$ cat config.mk
export PLATFORM = sky130hd
export DESIGN_NAME = ram_ctrl_flat
export DESIGN_NICKNAME = d
export VERILOG_FILES = /design/src/rtl/ram_ctrl_pkg.sv /design/src/rtl/ram_ctrl_if.sv /design/src/rtl/ram_ctrl_latency_counter.sv /design/src/rtl/ram_ctrl.sv /design/src/flat_wrapper.sv
export SDC_FILE = /design/constraint.sdc
export NUM_CORES = 1
export LEC_CHECK = 0
export CORE_AREA = 2 2 137 139
export DETAILED_ROUTE_END_ITERATION = 16
export DIE_AREA = 0 0 139 141
export DONT_BUFFER_PORTS = 1
export SETUP_SLACK_MARGIN = 0.02
export SLEW_MARGIN = 20
export SYNTH_ARGS = -nofsm -noshare
export SYNTH_HDL_FRONTEND = slang
export SYNTH_SLANG_ARGS = --single-unit
$ cat constraint.sdc
create_clock -name clk -period 3.35 [get_ports clk]
set_clock_uncertainty 0.2 [all_clocks]
set_input_delay 0.67 -clock clk [delete_from_list [all_inputs] [get_ports clk]]
set_output_delay 0.67 -clock clk [all_outputs]
set_load 0.005 [all_outputs]
$ cat src/rtl/ram_ctrl_pkg.sv
// ram_ctrl_pkg: shared bus types and FSM encodings for the burst RAM controller.
package ram_ctrl_pkg;
   localparam int DW = 64;
   localparam int SW = DW / 8;
   typedef logic [2:0] state_t;
   localparam state_t IDLE       = 3'd0;
   localparam state_t WRITE      = 3'd1;
   localparam state_t READ_ISSUE = 3'd2;
   localparam state_t READ_WAIT  = 3'd3;
   localparam state_t DONE       = 3'd4;
   typedef struct packed {
      logic          valid;
      logic          is_write;
      logic [63:0]   addr;
      logic [3:0]    len;
      logic [SW-1:0] strobe;
      logic [DW-1:0] data;
   } req_t;
   typedef struct packed {
      logic          ready;
      logic          last;
      logic [DW-1:0] data;
   } resp_t;
endpackage

$ cat src/rtl/ram_ctrl_if.sv
// ram_ctrl_if: request/response bus plus single-port RAM side of the controller.
interface ram_ctrl_if import ram_ctrl_pkg::*; #(parameter int ADDR_WIDTH = 10);
   logic                  req_valid;
   logic                  req_is_write;
   logic [63:0]           req_addr;
   logic [3:0]            req_len;
   logic [SW-1:0]         req_strobe;
   logic [DW-1:0]         req_data;
   logic                  resp_ready;
   logic                  resp_last;
   logic [DW-1:0]         resp_data;
   logic                  ram_en;
   logic [ADDR_WIDTH-1:0] ram_addr;
   logic [SW-1:0]         ram_strobe;
   logic [DW-1:0]         ram_wdata;
   logic [DW-1:0]         ram_rdata;
   modport master (
      output req_valid, req_is_write, req_addr, req_len, req_strobe, req_data, ram_rdata,
      input  resp_ready, resp_last, resp_data, ram_en, ram_addr, ram_strobe, ram_wdata
   );
   modport slave (
      input  req_valid, req_is_write, req_addr, req_len, req_strobe, req_data, ram_rdata,
      output resp_ready, resp_last, resp_data, ram_en, ram_addr, ram_strobe, ram_wdata
   );
endinterface

$ cat src/rtl/ram_ctrl_latency_counter.sv
// latency_counter: counts down DEPTH cycles after load; done_o marks the final one.
module latency_counter #(
   parameter int DEPTH = 1
) (
   input  logic clk,
   input  logic rst_i,
   input  logic load_i,
   output logic done_o
);
   localparam int W = DEPTH > 2 ? $clog2(DEPTH) : 1;
   localparam logic [W-1:0] LOAD = W'(DEPTH > 0 ? DEPTH - 1 : 0);
   logic [W-1:0] cnt_q, cnt_d;
   always_comb cnt_d = load_i ? LOAD : (cnt_q != '0 ? cnt_q - 1'b1 : cnt_q);
   always_ff @(posedge clk) begin
      if (rst_i) cnt_q <= '0;
      else       cnt_q <= cnt_d;
   end
   assign done_o = cnt_q == '0;
endmodule

$ cat src/rtl/ram_ctrl.sv
// ram_ctrl: burst controller turning bus requests into single-port RAM accesses.
// Outputs decode from state so that reset silences them on the very next cycle.
module ram_ctrl import ram_ctrl_pkg::*; #(
   parameter int ADDR_WIDTH   = 10,
   parameter int DATA_WIDTH   = 64,
   parameter int READ_LATENCY = 1
) (
   input  logic     clk,
   input  logic     reset,
   ram_ctrl_if.slave bus
);
   req_t                  req;
   resp_t                 resp;
   state_t                state_q, state_d;
   logic [ADDR_WIDTH-1:0] base_q, base_d, beat_addr;
   logic [3:0]            len_q, len_d, beat_q, beat_d;
   logic [DATA_WIDTH-1:0] rdata;
   logic                  lat_done, deliver, last, active, unused_addr;
   assign req = '{valid: bus.req_valid, is_write: bus.req_is_write, addr: bus.req_addr,
                  len: bus.req_len, strobe: bus.req_strobe, data: bus.req_data};
   assign rdata       = bus.ram_rdata;
   assign unused_addr = ^{req.addr[63:ADDR_WIDTH+3], req.addr[2:0]};
   assign beat_addr   = base_q + ADDR_WIDTH'(beat_q);
   assign deliver     = state_q == WRITE || (state_q == READ_ISSUE && READ_LATENCY == 0) ||
                        (state_q == READ_WAIT && lat_done);
   assign last        = deliver && beat_q == len_q;
   assign active      = state_q == WRITE || state_q == READ_ISSUE || state_q == READ_WAIT;
   always_comb begin
      state_d = state_q;
      base_d  = base_q;
      len_d   = len_q;
      beat_d  = (deliver && !last) ? beat_q + 4'd1 : beat_q;
      case (state_q)
         IDLE: if (req.valid) begin
            state_d = req.is_write ? WRITE : READ_ISSUE;
            base_d  = req.addr[ADDR_WIDTH+2:3];
            len_d   = req.len;
            beat_d  = '0;
         end
         WRITE:      state_d = last ? DONE : WRITE;
         READ_ISSUE: state_d = READ_LATENCY == 0 ? (last ? DONE : READ_ISSUE) : READ_WAIT;
         READ_WAIT:  state_d = lat_done ? (last ? DONE : READ_ISSUE) : READ_WAIT;
         default:    state_d = IDLE;
      endcase
   end
   always_ff @(posedge clk) begin
      if (reset) begin
         state_q <= IDLE;
         base_q  <= '0;
         len_q   <= '0;
         beat_q  <= '0;
      end else begin
         state_q <= state_d;
         base_q  <= base_d;
         len_q   <= len_d;
         beat_q  <= beat_d;
      end
   end
   latency_counter #(.DEPTH(READ_LATENCY)) u_lat (
      .clk    (clk),
      .rst_i  (reset),
      .load_i (state_q == READ_ISSUE),
      .done_o (lat_done)
   );
   assign resp = '{ready: deliver, last: last,
                   data: (deliver && state_q != WRITE) ? rdata : '0};
   assign bus.resp_ready = resp.ready;
   assign bus.resp_last  = resp.last;
   assign bus.resp_data  = resp.data;
   assign bus.ram_en     = state_q == WRITE || state_q == READ_ISSUE;
   assign bus.ram_addr   = active ? beat_addr : '0;
   assign bus.ram_strobe = state_q == WRITE ? req.strobe : '0;
   assign bus.ram_wdata  = state_q == WRITE ? req.data : '0;
endmodule

$ cat src/flat_wrapper.sv
// flat-port wrapper written by rule: the top's interface ports become plain ports
module ram_ctrl_flat import ram_ctrl_pkg::*;
#(
   parameter int ADDR_WIDTH   = 10,
   parameter int DATA_WIDTH   = 64,
   parameter int READ_LATENCY = 1
)
  (clk, reset, bus_req_valid, bus_req_is_write, bus_req_addr, bus_req_len, bus_req_strobe, bus_req_data, bus_ram_rdata, bus_resp_ready, bus_resp_last, bus_resp_data, bus_ram_en, bus_ram_addr, bus_ram_strobe, bus_ram_wdata);
  ram_ctrl_if #(.ADDR_WIDTH(ADDR_WIDTH)) bus_i ();
  input  logic clk;
  input  logic reset;
  input wire logic [$bits(bus_i.req_valid)-1:0] bus_req_valid;
  input wire logic [$bits(bus_i.req_is_write)-1:0] bus_req_is_write;
  input wire logic [$bits(bus_i.req_addr)-1:0] bus_req_addr;
  input wire logic [$bits(bus_i.req_len)-1:0] bus_req_len;
  input wire logic [$bits(bus_i.req_strobe)-1:0] bus_req_strobe;
  input wire logic [$bits(bus_i.req_data)-1:0] bus_req_data;
  input wire logic [$bits(bus_i.ram_rdata)-1:0] bus_ram_rdata;
  output wire logic [$bits(bus_i.resp_ready)-1:0] bus_resp_ready;
  output wire logic [$bits(bus_i.resp_last)-1:0] bus_resp_last;
  output wire logic [$bits(bus_i.resp_data)-1:0] bus_resp_data;
  output wire logic [$bits(bus_i.ram_en)-1:0] bus_ram_en;
  output wire logic [$bits(bus_i.ram_addr)-1:0] bus_ram_addr;
  output wire logic [$bits(bus_i.ram_strobe)-1:0] bus_ram_strobe;
  output wire logic [$bits(bus_i.ram_wdata)-1:0] bus_ram_wdata;
  assign bus_i.req_valid = bus_req_valid;
  assign bus_i.req_is_write = bus_req_is_write;
  assign bus_i.req_addr = bus_req_addr;
  assign bus_i.req_len = bus_req_len;
  assign bus_i.req_strobe = bus_req_strobe;
  assign bus_i.req_data = bus_req_data;
  assign bus_i.ram_rdata = bus_ram_rdata;
  assign bus_resp_ready = bus_i.resp_ready;
  assign bus_resp_last = bus_i.resp_last;
  assign bus_resp_data = bus_i.resp_data;
  assign bus_ram_en = bus_i.ram_en;
  assign bus_ram_addr = bus_i.ram_addr;
  assign bus_ram_strobe = bus_i.ram_strobe;
  assign bus_ram_wdata = bus_i.ram_wdata;
  ram_ctrl #(.ADDR_WIDTH(ADDR_WIDTH), .DATA_WIDTH(DATA_WIDTH), .READ_LATENCY(READ_LATENCY)) u_core (.clk(clk), .reset(reset), .bus(bus_i));
endmodule
==> impl_results.md, run 1 <==
* Final core occ at 13.88%
* Worst setup EP type: primary output
* CTS tree: yes
* Vias at 2128
* GRT Overall Usage at 7.539%
* Remaining DRCs at 0
* Largest net degree at the start of global routing at 74
* Syn Inst Count at 318
* Clk Latency, worst-skew pair at 0.26 ns
* Worst R2R End: u_core.beat_q[0]$_SDFF_PP0_
* Clk root buf: clkbuf_16
* H-tree Lvls at 1
* Maximum vdd ir drop at 131.2 µV
* Final setup violation count at 0
* Final hold slack at 0.2552 ns
* Mean post-synth cell area at 7.082 µm²
* Worst setup path endpoint: bus_ram_addr[6]
* Synth warn at 0
* Worst-margin pin slew at 0.8644 ns
* Crit path launch: u_core.beat_q[0]$_SDFF_PP0_
* Detailed Route Iter0 Violations at 87
* CTS max path bufs at 2
* Full die area at 19600 µm²
* Power density cells at 339.9 nW/µm²
* Vias/cell at 3.963
* CP bufs+invs at 1
* RSZ-0062 raised after global routing: false
* Sequential area share after synthesis at 19.56%
* Port bufs at 0
* Number of detailed-route iterations in the first pass at 4
* RR Startpoint: u_core.state_q[0]$_SDFFE_PP0P_
* Starting Density at 12.33%
* CTS Buf Count at 3
* # hold bufs at CTS at 0
* Status: completed
* Synth cell count leaders: and2_1 (137), nand2_1 (38), dfxtp_1 (22)
* Stages on the worst setup path at 7
* I/O Pins at 357
* Routed length per instance at 15.99 µm
* Cell family with most CP delay: adder cells
* Top cells by area, synth: and2_1 (38%), dfxtp_1 (20%), nand2_1 (6.3%), a21oi_1 (4.4%), ha_1 (2.8%)
* ANT nets after route at 0
* Routed WL at 8587 µm
* Grt ovf at 0
* Num rows at 50
* Max-slew violations at 0
* Die Wd at 139 µm
* Tcrit/Tclk final at 92.38%
* Area growth from synthesis to layout at 12.56%
* Crit Path Max Fanout at 6
* HPWL after DPL at 7140 µm
* WP data required at 2.48 ns
* Ys flop type: dfxtp_1
* Chip Height at 141 µm
* Share of Yosys cell area claimed by the top area cell type at 38.06%
* Tmin final at 3.095 ns
* Clk sink count at 22
* Leading area contributor after synthesis: and2_1
* First-pass GRT wire length at 11140 µm
* Critical Path Max Stage Delay at 0.46 ns
* Most frequent cell after synthesis: and2_1
* Nets@finish at 517
* Flop2flop setup slack at 1.41 ns
* Slew margin rel. at 42.13%
* Cell variety after synth at 41
* P_leak at 0.9468 nW
* Max Freq at 0.3231 GHz
* Reg clk slew, reported paths at 0.06 ns
* Synth Cell Area at 2252 µm²
* Worst R2R Path Depth at 3
* Startpoint Class: flop
* WS Path Type: flop to primary output
* Initial antenna violation count at 0
* CP max stage cell: dfxtp_1
* Critical Path AT at 2.22 ns
* Min-delay worst type: flop to flop
* Post-cts gate resize count at 0
* Number of synthesized flops with an enable pin at 0
* Ratio of cells with drive above 1 in the final layout at 5.298%
* Postcts setup bufs at 0
* GPL Wtd Cong at 0.7901
* Cells along the critical path: ha_1 -> inv_1 -> fa_1 -> nor2b_1 -> o21ai_0 -> a21oi_1 -> mux2i_1
* Core area at 18270 µm²
* Syn nets at 532
* Final Hold Vio Count at 0
* Synth async-reset ratio at 0%
* Setup TNS at 0 ns
* Seq cells post-synth at 22
* Max-Cap Viols at 0
* Vias in the first global route at 1789
==> cell families (layout without fill, tap and decap cells) <==
logic type / Yosys count / in the layout / share of synthesized area, %
DFF: 22 / 22 / 19.56
and+or+nand+nor: 215 / 215 / 56.56
other: 1 / 2 / 0.1665
buffers and inverters: 27 / 11 / 6.222
AOI/OAI and AO/OA: 37 / 37 / 9.667
muxes: 5 / 5 / 2.222
xor gates and xnor gates: 5 / 5 / 1.944
adders and majority gates: 6 / 6 / 3.667
==> metrics by stage <==
stage	power (mW)	setup slack [ns]	instance area, µm²	std cells
global placement	0.5786	0.5781	2444	532
CTS	0.8647	0.2753	2532	536
detailed placement	0.5817	0.5917	2444	532
floorplan	0.5415	0.8097	2252	318
global route	0.9064	0.1212	2532	536
finish	0.8617	0.2553	2535	537
==> where the power goes <==
part,total [mW],internal [mW],switching [mW]
combinational,0.266,0.100,0.166
clock,0.285,0.183,0.102
sequential,0.311,0.283,0.0282
==> sequential cells by signal, indices dropped and copies added, names as in the netlist <==
signal / cells
u_core.base_q: 10
u_core.beat_q: 4
u_core.len_q: 4
u_core.state_q: 3
u_core.u_lat.cnt_q: 1
==> tightest hold or removal path: stages (launching register included) <==
cell,delay [ns]
dfxtp_1,0.31
nand2_1,0.05
a21oi_1,0.05
==> layout by cell type, fill, tap and decap left out, types with 2 or more instances in the layout <==
cell type,n
nand3_1,3
nor3b_1,2
o21ai_0,6
ha_1,5
or3_1,3
o21bai_1,2
xnor2_1,5
and2_1,137
nor3_1,5
mux2i_1,5
clkbuf_16,3
nand2_1,38
nand4_1,2
nor2_1,10
inv_1,5
nor2b_1,2
a211oi_1,2
nand2b_1,3
dfxtp_1,22
a21boi_0,2
buf_4,2
nand2b_4,2
a31o_2,2
a21oi_1,20
==> routing by layer <==
layer  vias to the layer above  wire, µm  GRT usage [%]
met5                         -         0              0
met4                         0        59          1.435
met3                         6       792          1.359
met2                       175      3654          10.94
met1                       964      4079          11.57
li1                        983         -              -
==> worst min-delay path by stage <==
stage | slack [ns] | end | start | cells after the start
finish | 0.26 | u_core.base_q[0]$_SDFFE_PP0P_ | u_core.base_q[0]$_SDFFE_PP0P_ | 2
global route | 0.27 | u_core.len_q[1]$_SDFFE_PP0P_ | reset | 1
CTS | 0.26 | u_core.base_q[0]$_SDFFE_PP0P_ | u_core.base_q[0]$_SDFFE_PP0P_ | 2
detailed placement | 0.25 | u_core.base_q[0]$_SDFFE_PP0P_ | u_core.base_q[0]$_SDFFE_PP0P_ | 2
global placement | 0.24 | u_core.base_q[0]$_SDFFE_PP0P_ | u_core.base_q[0]$_SDFFE_PP0P_ | 2
floorplan | 0.24 | u_core.base_q[0]$_SDFFE_PP0P_ | u_core.base_q[0]$_SDFFE_PP0P_ | 2
==> cell type report <==
| type | instances | area, µm² |
|---|---|---|
| Timing Repair Buffer | 2 | 15.01 |
| Multi-Input combinational cell | 269 | 1677 |
| Inverter | 5 | 18.77 |
| Antenna cell | 1 | 2.502 |
| Fill cell | 2074 | 15730 |
| Sequential cell | 22 | 440.4 |
| Clock buffer | 4 | 88.84 |
| Tap cell | 234 | 292.8 |
Power figures use the tool's default switching activity.
==> inputs of run 2 (changes only) <==
- CORE_AREA: 2 2 137 139 -> 2 2 139 141
- DIE_AREA: 0 0 139 141 -> 0 0 141 143
- SYNTH_HIERARCHICAL: default -> 1
==> run 2 against run 1 <==
Flip-flop and latch count stayed put. Non-clock buffer count is 1 lower. Largest cell class unchanged. Clock power is 18% higher. Core utilization is 0.15 points lower. Critical endpoint is now bus_ram_addr[4]. Die area is 2.9% higher. Global-route usage is 6.9 points higher. Cell area is 0.64% higher. Via count is 1.7% higher. Combinational power is 2% higher. Hold slack better by 0.0035 ns.
==> impl_results.md, run 2 <==
* Synth Cell Area at 2293 µm² (was 2252 µm²)
* CP max stage cell: dfxtp_1 (unchanged)
* Flop2flop setup slack at 1.29 ns (was 1.41 ns)
* DP Cell Count at 531 (was 532)
* Clk root buf: clkbuf_16 (unchanged)
* Final Non-Filler Cells at 541 (was 537)
* Total power at 0.9165 mW (was 0.8617 mW)
* H-tree Lvls at 1 (unchanged)
* Max-Cap Viols at 0 (unchanged)
* ANT nets after route at 0 (unchanged)
* Largest net degree at the start of global routing at 72 (was 74)
* Port bufs at 0 (unchanged)
* Clk Latency, worst-skew pair at 0.26 ns (about the same)
* Grt ovf at 0 (unchanged)
* Maximum vdd ir drop at 229.0 µV (was 131.2 µV)
* Remaining DRCs at 0 (unchanged)
* Worst-margin pin slew at 0.8666 ns (was 0.8644 ns)
* Commonest non-fill, non-tap cells in the layout: and2_1 (137), nand2_1 (39), dfxtp_1 (22) (was and2_1 (137), nand2_1 (38), dfxtp_1 (22))
* Reg clk slew, reported paths at 0.06 ns (about the same)
* RSZ-0062 raised after global routing: false (unchanged)
* Final core occ at 13.73% (was 13.88%)
* Starting Density at 12.34% (was 12.33%)
* GRT Overall Usage at 14.46% (was 7.539%)
* Chip Height at 143 µm (was 141 µm)
* Mean post-synth cell area at 7.167 µm² (was 7.082 µm²)
* GPL Wtd Cong at 0.8310 (was 0.7901)
* Syn Inst Count at 320 (was 318)
* Critical Path AT at 2.29 ns (was 2.22 ns)
* Setup TNS at 0 ns (unchanged)
* Hold Crit Endpoint: u_core/base_q[3]$_SDFFE_PP0P_ (was u_core.base_q[0]$_SDFFE_PP0P_)
* Detailed Route Iter0 Violations at 112 (was 87)
* CP bufs+invs at 1 (unchanged)
* Synth warn at 6 (was 0)
* Biggest register: u_core/base_q (was u_core.base_q)
* Slew margin rel. at 41.98% (was 42.13%)
* Vias at 2164 (was 2128)
* Vias in the first global route at 1964 (was 1789)
* I/O Pins at 357 (unchanged)
* Post-placement setup slack at 0.4300 ns (was 0.5917 ns)
* Cell family with most CP delay: simple AND/OR/NAND/NOR gates (was adder cells)
* P_leak at 0.9733 nW (was 0.9468 nW)
* WHS Path Cells at 2 (unchanged)
* Critical Path Max Stage Delay at 0.46 ns (about the same)
* Tcrit/Tclk final at 94.44% (was 92.38%)
* Final non-filler cell area at 2551 µm² (was 2535 µm²)
* Die Wd at 141 µm (was 139 µm)
* Max-slew violations at 0 (unchanged)
* Status: completed (unchanged)
* Routed length per instance at 29.09 µm (was 15.99 µm)
* Worst setup EP type: primary output (unchanged)
* WS Path Type: flop to primary output (unchanged)
* CTS tree: yes (unchanged)
* Cells along the critical path: ha_1 -> inv_1 -> fa_1 -> nor2b_1 -> o21ai_0 -> nor3b_1 -> nor3_1 (was ha_1 -> inv_1 -> fa_1 -> nor2b_1 -> o21ai_0 -> a21oi_1 -> mux2i_1)
* Power density cells at 359.2 nW/µm² (was 339.9 nW/µm²)
* Ratio of cells with drive above 1 in the final layout at 4.319% (was 5.298%)
* Most common cell after layout, fill and taps aside: and2_1 (unchanged)
* RR Startpoint: u_core/state_q[1]$_SDFFE_PP0P_ (was u_core.state_q[0]$_SDFFE_PP0P_)
* Final setup violation count at 0 (unchanged)
* CTS max path bufs at 2 (unchanged)
* Max Freq at 0.3161 GHz (was 0.3231 GHz)
* HPWL after DPL at 14250 µm (was 7140 µm)
* HP Start: u_core/base_q[3]$_SDFFE_PP0P_ (was u_core.base_q[0]$_SDFFE_PP0P_)
* Crit Path Max Fanout at 6 (unchanged)
* Area growth from synthesis to layout at 11.24% (was 12.56%)
* Tmin final at 3.164 ns (was 3.095 ns)
* Final Hold Vio Count at 0 (unchanged)
* Largest register FFs at 10 (unchanged)
* Crit path launch: u_core/beat_q[0]$_SDFF_PP0_ (was u_core.beat_q[0]$_SDFF_PP0_)
* WP data required at 2.48 ns (about the same)
* Final hold slack at 0.2588 ns (was 0.2552 ns)
* Worst R2R Path Depth at 4 (was 3)
* Number of detailed-route iterations in the first pass at 4 (unchanged)
* Worst R2R End: u_core/beat_q[0]$_SDFF_PP0_ (was u_core.beat_q[0]$_SDFF_PP0_)
* Postcts setup bufs at 0 (unchanged)
* CTS Buf Count at 3 (unchanged)
* Cell Area, Placed at 2427 µm² (was 2444 µm²)
* Vias/cell at 4.000 (was 3.963)
* Fin worst setup slack at 0.1863 ns (was 0.2553 ns)
* Full die area at 20160 µm² (was 19600 µm²)
* Syn nets at 534 (was 532)
* Startpoint Class: flop (unchanged)
* First-pass GRT wire length at 19380 µm (was 11140 µm)
* Num rows at 50 (unchanged)
* Nets@finish at 516 (was 517)
* Min-delay worst type: flop to flop (unchanged)
* Fill cells at 2141 (was 2074)
* Routed WL at 15740 µm (was 8587 µm)
* Core area at 18580 µm² (was 18270 µm²)
* Initial antenna violation count at 10 (was 0)
* Biggest regs: u_core/base_q x10, u_core/beat_q x4, u_core/len_q x4 (was u_core.base_q x10, u_core.beat_q x4, u_core.len_q x4)
* Clk sink count at 22 (unchanged)
run 2: worst min-delay path, stage by stage, from the launching register on:
cell     delay (ns)
dfxtp_1        0.31
nand2_1        0.06
a21oi_1        0.05
run 2: metal layers:
| metal | wire [µm] | vias up | track usage, % |
|---|---|---|---|
| met5 | 53 | - | 0 |
| met4 | 181 | 8 | 2.053 |
| met3 | 3515 | 19 | 14.15 |
| met2 | 6342 | 195 | 20.49 |
| met1 | 5645 | 958 | 15.83 |
| li1 | - | 984 | - |
run 2: layout make-up:
| cell class | count | area [µm²] | share of cell area (%) |
|---|---|---|---|
| Sequential cell | 22 | 440.4 | 17.26 |
| Clock buffer | 3 | 75.07 | 2.943 |
| Inverter | 6 | 22.52 | 0.8828 |
| Antenna cell | 6 | 15.01 | 0.5885 |
| Clock inverter | 1 | 30.03 | 1.177 |
| Tap cell | 234 | 292.8 | 11.48 |
| Multi-Input combinational cell | 268 | 1655 | 64.88 |
| Timing Repair Buffer | 1 | 20.02 | 0.7847 |
run 2: worst max-delay path by stage:
stage,end,slack [ns],depth (start not counted)
global placement,bus_ram_addr[4],0.43,7
finish,bus_ram_addr[4],0.19,7
CTS,bus_ram_addr[4],0.14,7
floorplan,bus_ram_addr[8],0.81,7
detailed placement,bus_ram_addr[4],0.43,7
global route,bus_ram_addr[4],0.03,7
run 2: what timing repair did:
| item | in CTS | in global routing |
|---|---|---|
| hold buffers | 0 | 0 |
| resized for setup | 0 | 1 |
| hold endpoints to repair | 0 | 0 |
| setup endpoints to repair | 0 | 1 |
run 2: power by group:
group	switching, mW	total, mW	internal, mW
logic	0.172	0.271	0.0992
clock network	0.0990	0.336	0.237
registers	0.0266	0.309	0.282
total	0.298	0.916	0.619
